==> src/rtl/data_importer_if.sv <==
// PMOD loader bus: raw host pins in, record-RAM write port and status out.
interface data_importer_if #(
  parameter int ADDR_WIDTH = 11
);
  logic [7:0]            pmod;
  logic                  wr_en;
  logic [ADDR_WIDTH-1:0] wr_addr;
  logic [31:0]           wr_data;
  logic                  loading;
  logic                  done;
  logic                  frame_err;

  // Host / bench side: drives the pins, observes the RAM port and status.
  modport master (
    output pmod,
    input  wr_en, wr_addr, wr_data, loading, done, frame_err
  );

  // Importer side.
  modport slave (
    input  pmod,
    output wr_en, wr_addr, wr_data, loading, done, frame_err
  );
endinterface

==> src/rtl/data_importer.sv <==
// Host-to-FPGA loader: synchronises the PMOD pins, turns STB toggles into
// nibble events, assembles 8 nibbles (MSB first) into a 32-bit claim record
// and writes DEPTH records sequentially into the record RAM.
module data_importer #(
  parameter int DEPTH      = 1237,
  parameter int ADDR_WIDTH = 11
) (
  input  logic              clk,
  input  logic              reset,
  data_importer_if.slave    bus
);

  typedef enum logic [1:0] {
    S_IDLE,
    S_LOAD,
    S_DONE
  } state_t;

  localparam logic [ADDR_WIDTH-1:0] LAST_IDX = ADDR_WIDTH'(DEPTH - 1);

  // Synchroniser chain. The reserved pins [5:4] carry no meaning and are not
  // brought into the clock domain; the chain holds {STB, SOF, nibble}.
  logic [5:0] r_s1;
  logic [5:0] r_s2;
  logic       r_s3;

  logic [2:0]            r_cnt,   w_cnt;
  logic [ADDR_WIDTH-1:0] r_idx,   w_idx;
  logic [31:0]           r_shift, w_shift;
  state_t                r_state, w_state;

  logic                  r_wr_en,     w_wr_en;
  logic [ADDR_WIDTH-1:0] r_wr_addr,   w_wr_addr;
  logic [31:0]           r_wr_data,   w_wr_data;
  logic                  r_frame_err, w_frame_err;
  logic                  r_loading;
  logic                  r_done;

  logic       w_event;
  logic       w_sof;
  logic [3:0] w_nib;
  logic [31:0] w_shifted;
  logic       w_start;

  // An event is a change of the synchronised STB against its previous value.
  assign w_event   = r_s2[5] ^ r_s3;
  assign w_sof     = r_s2[4];
  assign w_nib     = r_s2[3:0];
  assign w_shifted = {r_shift[27:0], w_nib};

  // Next-state, assembly and write-port decode.
  always_comb begin
    // NOTE: every variable gets a default first so no path can infer a latch.
    w_state     = r_state;
    w_cnt       = r_cnt;
    w_idx       = r_idx;
    w_shift     = r_shift;
    w_wr_en     = 1'b0;
    w_wr_addr   = r_wr_addr;
    w_wr_data   = r_wr_data;
    w_frame_err = r_frame_err;
    w_start     = 1'b0;

    if (w_event) begin
      unique case (r_state)
        S_IDLE: w_start = w_sof;
        S_LOAD: begin
          if (w_sof) begin
            // A fresh SOF with anything already collected is a broken frame.
            if (r_cnt != 3'd0 || r_idx != '0) w_frame_err = 1'b1;
            w_start = 1'b1;
          end else begin
            w_shift = w_shifted;
            w_cnt   = r_cnt + 3'd1;  // the 8th nibble wraps the count to 0
            if (r_cnt == 3'd7) begin
              w_wr_en   = 1'b1;
              w_wr_addr = r_idx;
              w_wr_data = w_shifted;
              if (r_idx == LAST_IDX) w_state = S_DONE;
              else                   w_idx   = r_idx + ADDR_WIDTH'(1);
            end
          end
        end
        S_DONE: w_start = w_sof;
        default: w_state = S_IDLE;
      endcase
    end

    // Any accepted SOF begins a new frame with this nibble as its first.
    if (w_start) begin
      w_state = S_LOAD;
      w_shift = {28'd0, w_nib};
      w_cnt   = 3'd1;
      w_idx   = '0;
    end
  end

  // State, synchroniser and registered outputs.
  always_ff @(posedge clk) begin
    // NOTE: sequential state uses non-blocking assignments so every register
    // samples the pre-edge values regardless of statement order.
    if (reset) begin
      r_s1        <= '0;
      r_s2        <= '0;
      r_s3        <= 1'b0;
      r_state     <= S_IDLE;
      r_cnt       <= '0;
      r_idx       <= '0;
      r_shift     <= '0;
      r_wr_en     <= 1'b0;
      r_wr_addr   <= '0;
      r_wr_data   <= '0;
      r_frame_err <= 1'b0;
      r_loading   <= 1'b0;
      r_done      <= 1'b0;
    end else begin
      r_s1        <= {bus.pmod[7:6], bus.pmod[3:0]};
      r_s2        <= r_s1;
      r_s3        <= r_s2[5];
      r_state     <= w_state;
      r_cnt       <= w_cnt;
      r_idx       <= w_idx;
      r_shift     <= w_shift;
      r_wr_en     <= w_wr_en;
      r_wr_addr   <= w_wr_addr;
      r_wr_data   <= w_wr_data;
      r_frame_err <= w_frame_err;
      // Status follows the state one edge later, so done rises the edge after
      // the final write strobe and loading falls on that same edge.
      r_loading   <= (r_state == S_LOAD);
      r_done      <= (r_state == S_DONE);
    end
  end

  assign bus.wr_en     = r_wr_en;
  assign bus.wr_addr   = r_wr_addr;
  assign bus.wr_data   = r_wr_data;
  assign bus.loading   = r_loading;
  assign bus.done      = r_done;
  assign bus.frame_err = r_frame_err;

endmodule

==> src/flat_wrapper.sv <==
// flat-port wrapper written by rule: the top's interface ports become plain ports
module data_importer_flat 
#(
  parameter int DEPTH      = 1237,
  parameter int ADDR_WIDTH = 11
)
  (clk, reset, bus_pmod, bus_wr_en, bus_wr_addr, bus_wr_data, bus_loading, bus_done, bus_frame_err);
  data_importer_if #(.ADDR_WIDTH(ADDR_WIDTH)) bus_i ();
  input  logic clk;
  input  logic reset;
  input wire logic [$bits(bus_i.pmod)-1:0] bus_pmod;
  output wire logic [$bits(bus_i.wr_en)-1:0] bus_wr_en;
  output wire logic [$bits(bus_i.wr_addr)-1:0] bus_wr_addr;
  output wire logic [$bits(bus_i.wr_data)-1:0] bus_wr_data;
  output wire logic [$bits(bus_i.loading)-1:0] bus_loading;
  output wire logic [$bits(bus_i.done)-1:0] bus_done;
  output wire logic [$bits(bus_i.frame_err)-1:0] bus_frame_err;
  assign bus_i.pmod = bus_pmod;
  assign bus_wr_en = bus_i.wr_en;
  assign bus_wr_addr = bus_i.wr_addr;
  assign bus_wr_data = bus_i.wr_data;
  assign bus_loading = bus_i.loading;
  assign bus_done = bus_i.done;
  assign bus_frame_err = bus_i.frame_err;
  data_importer #(.DEPTH(DEPTH), .ADDR_WIDTH(ADDR_WIDTH)) u_core (.clk(clk), .reset(reset), .bus(bus_i));
endmodule
==> config.mk <==
export PLATFORM = sky130hd
export DESIGN_NAME = data_importer_flat
export DESIGN_NICKNAME = d
export VERILOG_FILES = /design/src/rtl/data_importer_if.sv /design/src/rtl/data_importer.sv /design/src/flat_wrapper.sv
export SDC_FILE = /design/constraint.sdc
export NUM_CORES = 1
export LEC_CHECK = 0
export CELL_PAD_IN_SITES_DETAIL_PLACEMENT = 0
export CELL_PAD_IN_SITES_GLOBAL_PLACEMENT = 1
export CORE_UTILIZATION = 35
export CTS_CLUSTER_DIAMETER = 60
export DETAILED_ROUTE_END_ITERATION = 8
export DONT_BUFFER_PORTS = 1
export PLACE_DENSITY = 0.65
export SYNTH_ARGS = -nofsm -noshare
export SYNTH_HDL_FRONTEND = slang
export SYNTH_SLANG_ARGS = --single-unit
==> constraint.sdc <==
create_clock -name clk -period 2.2 [get_ports clk]
set_input_delay 0.22 -clock clk [delete_from_list [all_inputs] [get_ports clk]]
set_output_delay 0.22 -clock clk [all_outputs]
set_load 0.02 [all_outputs]
==> results of run 1 <==
==> layer usage <==
metal | wire length [µm] | share of wire, % | track usage, % | vias up
li1 | - | - | - | 1474
met1 | 3820 | 48 | 19.1 | 1319
met2 | 3590 | 45 | 24.9 | 54
met3 | 419 | 5.3 | 3.83 | 9
met4 | 102 | 1.3 | 5.95 | 0
met5 | 0 | 0 | 0 | -
==> synthesized netlist by cell type (all sizes together) (5+ instances only) <==
cell type | n | area, µm²
buf | 10 | 41.3
a21oi | 80 | 400
nand4 | 7 | 50.1
nand2 | 142 | 533
clkbuf | 18 | 67.6
dfxtp | 104 | 2080
inv | 9 | 33.8
nor2b | 13 | 81.3
ha | 5 | 62.6
mux2i | 5 | 50.1
nor2 | 13 | 48.8
==> power groups by stage <==
stage / logic [mW] / registers [mW] / clock network [mW]
6_report: 0.0955 / 1.91 / 1.52
2_1_floorplan: 0.0639 / 1.95 / 0
5_1_grt: 0.106 / 1.91 / 1.65
4_1_cts: 0.0965 / 1.91 / 1.57
3_3_place_gp: 0.0633 / 1.95 / 0
3_5_place_dp: 0.0644 / 1.95 / 0
==> cell families (layout without fill, tap and decap cells) <==
logic type,count (synthesis),in the layout
adders and majority gates,5,5
DFF,104,104
muxes,5,5
buffers and inverters,37,39
AOI/OAI and AO/OA,92,92
xor gates and xnor gates,5,5
and+or+nand+nor,201,201
==> area by class of cell <==
type / instances / area, µm²
Fill cell: 1068 / 6100
Multi-Input combinational cell: 308 / 1550
Sequential cell: 104 / 2080
Timing Repair Buffer: 14 / 165
Tap cell: 136 / 170
Clock inverter: 5 / 128
Inverter: 9 / 33.8
Clock buffer: 11 / 141
==> registers in the layout, indices dropped and copies added (netlist names) <==
register,cells
u_core.bus.loading,1
u_core.r_s2,6
u_core.r_state,2
u_core.r_s1,6
u_core.bus.done,1
u_core.bus.wr_addr,11
u_core.bus.frame_err,1
u_core.r_idx,11
u_core.bus.wr_data,32
u_core.r_cnt,3
u_core.r_shift,28
u_core.bus.wr_en,1
u_core.r_s3,1
==> repair_timing <==
action	CTS	global route
hold buffers	7	0
endpoints found under the setup margin	0	0
setup buffers	0	0
endpoints found under the hold margin	66	0
==> cell usage in the layout (no fill, tap or decap), drive strengths merged, types with 3 or more instances in the layout <==
| master | n |
|---|---|
| xor2 | 3 |
| buf | 8 |
| a21oi | 80 |
| clkbuf | 11 |
| and4 | 3 |
| o21ai | 4 |
| mux2i | 5 |
| nand3 | 3 |
| ha | 5 |
| dlygate4sd3 | 6 |
| bufinv | 4 |
| inv | 9 |
| o31ai | 3 |
| nand4 | 7 |
| or4 | 4 |
| nor2b | 13 |
| nor3 | 4 |
| nand2 | 142 |
| nor2 | 13 |
| dfxtp | 104 |
==> worst max-delay path, stage by stage (launching register included) <==
cell,delay [ns]
dfxtp_1,0.37
ha_1,0.15
ha_1,0.16
and4bb_2,0.31
or4b_4,0.52
or3_1,0.36
a21oi_1,0.13
==> final timing paths <==
check	cells past startpoint	slack, ns	from	endpoint
worst max-delay path	6	0.14	u_core.r_cnt[1]	u_core.r_idx[10]
worst min-delay path	3	0.06	reset	u_core.r_idx[8]
worst max register to register	6	0.14	u_core.r_cnt[1]	u_core.r_idx[10]
worst min register to register	1	0.44	u_core.r_s1[3]	u_core.r_s2[3]
==> per-stage QoR <==
stage | setup slack (ns) | instance area [µm²] | cells | hold WS, ns
2_1_floorplan | 0.297 | 3770 | 449 | 0.348
3_3_place_gp | 0.194 | 3910 | 564 | 0.296
3_5_place_dp | 0.152 | 3910 | 564 | 0.296
4_1_cts | 0.123 | 4270 | 587 | 0.0416
5_1_grt | 0.0283 | 4270 | 587 | 0.0426
6_report | 0.139 | 4270 | 587 | 0.0594
==> metrics, run 1 <==
port bufs 0; HP Class input port to flop; Chip Height 106 µm; first-pass GRT wire length about 13000 µm; main combinational cell family by area after synthesis simple AND/OR/NAND/NOR gates; final hold violation count 0; total track usage 15.2%; row count 37; Pleak around 1.4 nW; Worst slew margin approximately three fifths; CP Capture Type flop; Main synth FF type dfxtp_1; DRC 0; area share of fa/ha/maj cells after synthesis 1.66%; Compound-Gate Fraction of Synth Area 12.8%; simple logic cell fraction of the synthesized area 24.0%; Switch Pwr a little under 700 µW; Mean Syn Cell Area between 8 and 9 µm²; Final setup viols 0; clk buf depth 2; Worst Tran Pin Value between 0.5 and 0.6 ns; Worst Setup Start Kind flop; Placer Congestion slightly below 0.8; Yosys cell types 36; clock transition at the registers of the reported paths ~0.09 ns; layout cell share with drive strength beyond 1 6.43%; NumNets Final 461; Worst Clk Skew 0.00806 ns; total detailed-routing wirelength around 8000 µm; YS warnings 0; CTS tree built; Detail Placement HPWL 5020 µm; Max H-tree Level 3; post-synthesis cell count 449; Resize count post-CTS 0; total CTS buffers 9; crit path kind flop to flop; Yosys reg bits 104; die width 106 µm; via count between 2000 and 3000; post-DR vias/cell 4.87; Ports 57; cell area after synthesis around 3800 µm²; post-route ant nets 0; Seq pwr share 54.2%; mux cell area share after synthesis 1.33%; Post-synth ARST share 0%; GRT overflow 0; initial antenna violation count 0; Clk Latency, worst-skew pair around 0.35 ns; fin util between 40 and 50%; Die ar. 11200 µm²; max-slew violations 0; Initial Utilization 36.4%; vias in the first global route 2836; clock sinks 104; Worst Path Arrival 2.35 ns; DRT Pass-1 Iters 4; largest net degree at the start of global routing 67; syn nets 464; Pint 2.83 mW; crit path max fanout 6; RSZ-0062 raised after global routing false; Post-synth EDFFs 0; XOR/XNOR Fraction of Synth Area 1.36%; FMAX 0.485 GHz; maximum VDD drop approximately 300 µV; area grow syn2layout 13.1%; switch share 19.4%; power per cell area 824 nW/µm²; Seq/Total Area, Yosys 55.2%; power share of the combinational group 2.7%; clock root cell clkbuf_8; Core ar. about 10000 µm²; status finished clean; drt initial violations 107; ANT cells 0; routed len/inst 13.5 µm; TNS Setup 0 ns; MaxCap Viol Count 0; Final Critical Period 2.06 ns; Clk pwr share between 40% and 50%; Final Power 3.52 mW; Critical Path RT 2.48 ns; period utilisation layout approximately 94%
(Power assumes the default switching activity.)
==> inputs of run 2 (changes only) <==
--- a/config.mk
+++ b/config.mk
@@ -11,7 +11,7 @@
 export CTS_CLUSTER_DIAMETER = 60
 export DETAILED_ROUTE_END_ITERATION = 8
 export DONT_BUFFER_PORTS = 1
-export PLACE_DENSITY = 0.65
+export PLACE_DENSITY_LB_ADDON = 0.1
 export SYNTH_ARGS = -nofsm -noshare
 export SYNTH_HDL_FRONTEND = slang
 export SYNTH_SLANG_ARGS = --single-unit
==> run 2 against run 1 <==
  * Flip-flop and latch count unchanged
  * Clock skew is 0.0069 ns higher
  * Non-clock buffer count increased by 3
==> metrics, run 2 (same netlist as run 1, synthesis figures left out) <==
port bufs 0; power share of the combinational group 3.1%; initial antenna violation count 0; Worst Setup Start Kind flop; Clk Latency, worst-skew pair 0.36 ns; crit path kind flop to flop; Largest register FFs 32; status finished clean; power per cell area 743 nW/µm²; Core ar. 10400 µm²; crit path max fanout 6; Detail Placement HPWL 5130 µm; Ports 57; Switch Pwr 756 µW; Critical Path RT 2.50 ns; NumNets Final 464; clock root cell clkbuf_8; Final Power around 3.1 mW; routed len/inst 13.9 µm; CTS tree built; MaxCap Viol Count 0; fin util approximately two fifths; most common cell after layout, fill and taps aside nand2_1; Seq pwr share around three fifths; final hold violation count 0; Max H-tree Level 3; commonest cells after routing, fill and taps aside nand2_1, dfxtp_1, a21oi_1; CP Capture Type flop; die width roughly 110 µm; Chip Height 106 µm; Pint 2.36 mW; total CTS buffers 9; post-route ant nets 0; Placer Congestion 0.781; DP Worst Slack around 0.16 ns; FMAX 0.485 GHz; FF/Latch Area 2080 µm²; Worst Clk Skew 0.0150 ns; period utilisation layout 93.7%; clk buf depth 2; total track usage 15.7%; total detailed-routing wirelength a little over 8000 µm; TNS Setup 0 ns; Worst Tran Pin Value 0.554 ns; Placed Cells 567; vias in the first global route 2704; DRT Pass-1 Iters 4; Worst slew margin between 60% and 70%; maximum VDD drop 268 µV; Worst Path Arrival 2.37 ns; clock transition at the registers of the reported paths approximately 0.1 ns; FILL cells about 1100; Die ar. 11200 µm²; Final setup viols 0; post-DR vias/cell 4.89; ANT cells 0; HP Class input port to flop; RSZ-0062 raised after global routing false; max-slew violations 0; area grow syn2layout 11.0%; clock sinks 104; layout cell share with drive strength beyond 1 7.27%; Final Critical Period 2.06 ns; DRC 0; Clk pwr share ~36%; via count between 2000 and 3000; area of the multi-input gates 1550 µm²; Pleak 1.37 nW; switch share 24.3%; largest net degree at the start of global routing 67; Initial Utilization 36.4%; drt initial violations 143; first-pass GRT wire length roughly 14000 µm; row count 37; Post-Layout Cell Count 590; GRT overflow 0; final setup margin 0.138 ns
[run 2: timing repair]
action                     4_1_cts  5_1_grt
setup endpoints to repair        0        0
hold endpoints to repair        66        0
resized for setup                0        0
setup buffers                    0        0
hold buffers                     7        0
[run 2: cell type report]
cell class	instances	area share (%)
multi-input cells	308	37.0
well taps	136	4.06
clock buffers	9	2.96
inverters	9	0.806
flip-flops and latches	104	49.7
clock inverters	7	1.31
repair buffers	17	4.18
[run 2: power by group through the flow]
stage | sequential (mW) | clock [mW] | combinational [mW]
after global routing | 1.91 | 1.23 | 0.108
after detailed placement | 1.95 | 0 | 0.0667
after floorplan | 1.95 | 0 | 0.0639
after global placement | 1.95 | 0 | 0.0661
after CTS | 1.91 | 1.16 | 0.0987
final | 1.91 | 1.11 | 0.0971
[run 2: metrics by stage]
stage | instance area [µm²] | hold slack, ns
floorplan | 3770 | 0.348
global placement | 3920 | 0.296
detailed placement | 3920 | 0.297
CTS | 4190 | 0.0185
global route | 4190 | 0.0152
finish | 4190 | 0.0413
[run 2: critical path: stages, from the launching register on]
cell	delay, ns
dfxtp_1	0.37
ha_1	0.16
ha_1	0.16
and4bb_2	0.29
or4b_4	0.52
or3_1	0.37
a21oi_1	0.14
[run 2: per-layer routing]
metal | GRT usage [%] | wire, µm | share of wire (%) | vias up
li1 | - | - | - | 1483
met1 | 20.8 | 3970 | 48 | 1321
met2 | 23.9 | 3640 | 44 | 67
met3 | 4.64 | 475 | 5.8 | 12
met4 | 6.05 | 132 | 1.6 | 0
met5 | 0 | 0 | 0 | -
[run 2: path summary, 6_finish.rpt]
check	from	end	slack, ns	cells after the start
max	u_core.r_cnt[1]	u_core.r_idx[10]	0.14	6
min reg2reg	u_core.r_s1[2]	u_core.r_s2[2]	0.44	1
min	reset	u_core.r_idx[8]	0.04	3
max reg2reg	u_core.r_cnt[1]	u_core.r_idx[10]	0.14	6
==> inputs of run 3 (changes only) <==
--- a/config.mk
+++ b/config.mk
@@ -5,13 +5,10 @@
 export SDC_FILE = /design/constraint.sdc
 export NUM_CORES = 1
 export LEC_CHECK = 0
-export CELL_PAD_IN_SITES_DETAIL_PLACEMENT = 0
-export CELL_PAD_IN_SITES_GLOBAL_PLACEMENT = 1
 export CORE_UTILIZATION = 35
 export CTS_CLUSTER_DIAMETER = 60
 export DETAILED_ROUTE_END_ITERATION = 8
 export DONT_BUFFER_PORTS = 1
-export PLACE_DENSITY_LB_ADDON = 0.1
 export SYNTH_ARGS = -nofsm -noshare
 export SYNTH_HDL_FRONTEND = slang
 export SYNTH_SLANG_ARGS = --single-unit
==> run 3 against run 2 <==
  * Flip-flop and latch count unchanged
  * Clock skew decreased by 0.0019 ns
  * Total power increased by 0.55%
  * Worst setup slack improved by 0.027 ns
  * Cell area increased by 0.15%
  * Highest routed layer unchanged
==> metrics, run 3 (same netlist as run 1, synthesis figures left out) <==
Final setup viols 0; period utilisation layout 92.5%; clock root cell clkbuf_8; total detailed-routing wirelength between 7000 and 8000 µm; Initial Utilization 36.4%; Worst Tran Pin Value 0.589 ns; Clk Latency, worst-skew pair approximately 0.38 ns; Pint 2.37 mW; routed len/inst 13.2 µm; Die ar. 11200 µm²; DRT Pass-1 Iters 5; switch share 24.4%; reg2reg start u_core.r_cnt[1]; Chip Height 106 µm; clock sinks 104; layout cell share with drive strength beyond 1 7.27%; clk buf depth 2; Switch Pwr between 700 and 800 µW; maximum VDD drop ~280 µV; Pleak 1.39 nW; Worst slew margin between 60% and 70%; commonest cells after routing, fill and taps aside nand2_1, dfxtp_1, a21oi_1; Critical Path RT 2.49 ns; most common cell after layout, fill and taps aside nand2_1; DRC 0; first-pass GRT wire length 12900 µm; crit path kind flop to flop; FF/Latch Area 2080 µm²; Max H-tree Level 3; GRT overflow 0; Resize count post-CTS 0; Worst Clk Skew 0.0131 ns; clock transition at the registers of the reported paths 0.11 ns; crit path max fanout 5; power per cell area 746 nW/µm²; RSZ-0062 raised after global routing false; max-slew violations 0; Clk pwr share 36.1%; CP Capture Type flop; post-DR vias/cell about 5; initial antenna violation count 0; ANT cells 0; final hold violation count 0; power share of the combinational group under 10%; Ports 57; TNS Setup 0 ns; total track usage 14.8%; area of the multi-input gates 1550 µm²; largest net degree at the start of global routing 67; Hold Crit Depth 3; status finished clean; total CTS buffers 9; Core ar. 10400 µm²; Final Critical Period 2.04 ns; CTS tree built; drt initial violations 152; Fin Hold WS 0.0516 ns; MaxCap Viol Count 0; Seq pwr share 61.0%; port bufs 0; vias in the first global route 2675; HP Class input port to flop; Placer Congestion around 0.76; flop2flop setup slack about 0.16 ns; area grow syn2layout 11.2%; NumNets Final 464; post-route ant nets 0; row count 37; FILL cells 1066; Worst Path Arrival 2.33 ns; Worst Setup Start Kind flop; Largest register FFs 32; FMAX 0.491 GHz; Detail Placement HPWL 5020 µm; hold_sp reset; Worst R2R Path Depth 6; die width approximately 110 µm; via count between 2000 and 3000; CP startpoint u_core.r_cnt[1]
## run 3: layer usage
layer | share of wire [%] | track usage [%] | up-vias | wire length, µm
met5 | 0 | 0 | - | 0
met4 | 1.8 | 6.85 | 0 | 143
met3 | 5.6 | 5.07 | 10 | 432
met2 | 46 | 23.0 | 61 | 3540
met1 | 47 | 18.4 | 1335 | 3660
li1 | - | - | 1483 | -
## run 3: critical path, stage by stage, from the launching register on
cell and delay, ns:
dfxtp_1 0.36, ha_1 0.16, ha_1 0.16, and4bb_2 0.24, or4b_4 0.50, or3_1 0.36
a21oi_1 0.18
## run 3: worst paths after layout
path / endpoint
min reg2reg: u_core.r_s2[4]
max reg2reg: u_core.r_idx[10]
max: u_core.r_idx[10]
min: u_core.r_idx[8]
## run 3: through the flow
stage                     cell area (µm²)  setup slack [ns]  cells  util, %  power, mW
after CTS                            4170            0.0630    587     40.3       3.18
after global placement               3900             0.204    564     37.6       2.01
after global routing                 4200            0.0631    590     40.5       3.27
after floorplan                      3770             0.297    449        -       2.01
final                                4200             0.165    590     40.5       3.13
after detailed placement             3900             0.124    564     37.6       2.01
## run 3: repair_timing
| item | in CTS | in global routing |
|---|---|---|
| hold buffers | 7 | 0 |
| setup endpoints to repair | 0 | 1 |
| hold endpoints to repair | 66 | 0 |
| buffers inserted | 0 | 3 |
## run 3: power groups by stage
stage	registers, mW	clock network, mW	logic (mW)
floorplan	1.95	0	0.0639
global placement	1.95	0	0.0599
detailed placement	1.95	0	0.0616
CTS	1.91	1.18	0.0930
global route	1.91	1.25	0.103
finish	1.91	1.13	0.0917
## run 3: area by class of cell
type | instances | share of cell area, %
multi-input cells | 308 | 36.9
clock buffers | 9 | 2.95
flip-flops and latches | 104 | 49.6
well taps | 136 | 4.05
clock inverters | 7 | 1.46
repair buffers | 17 | 4.17
inverters | 9 | 0.805
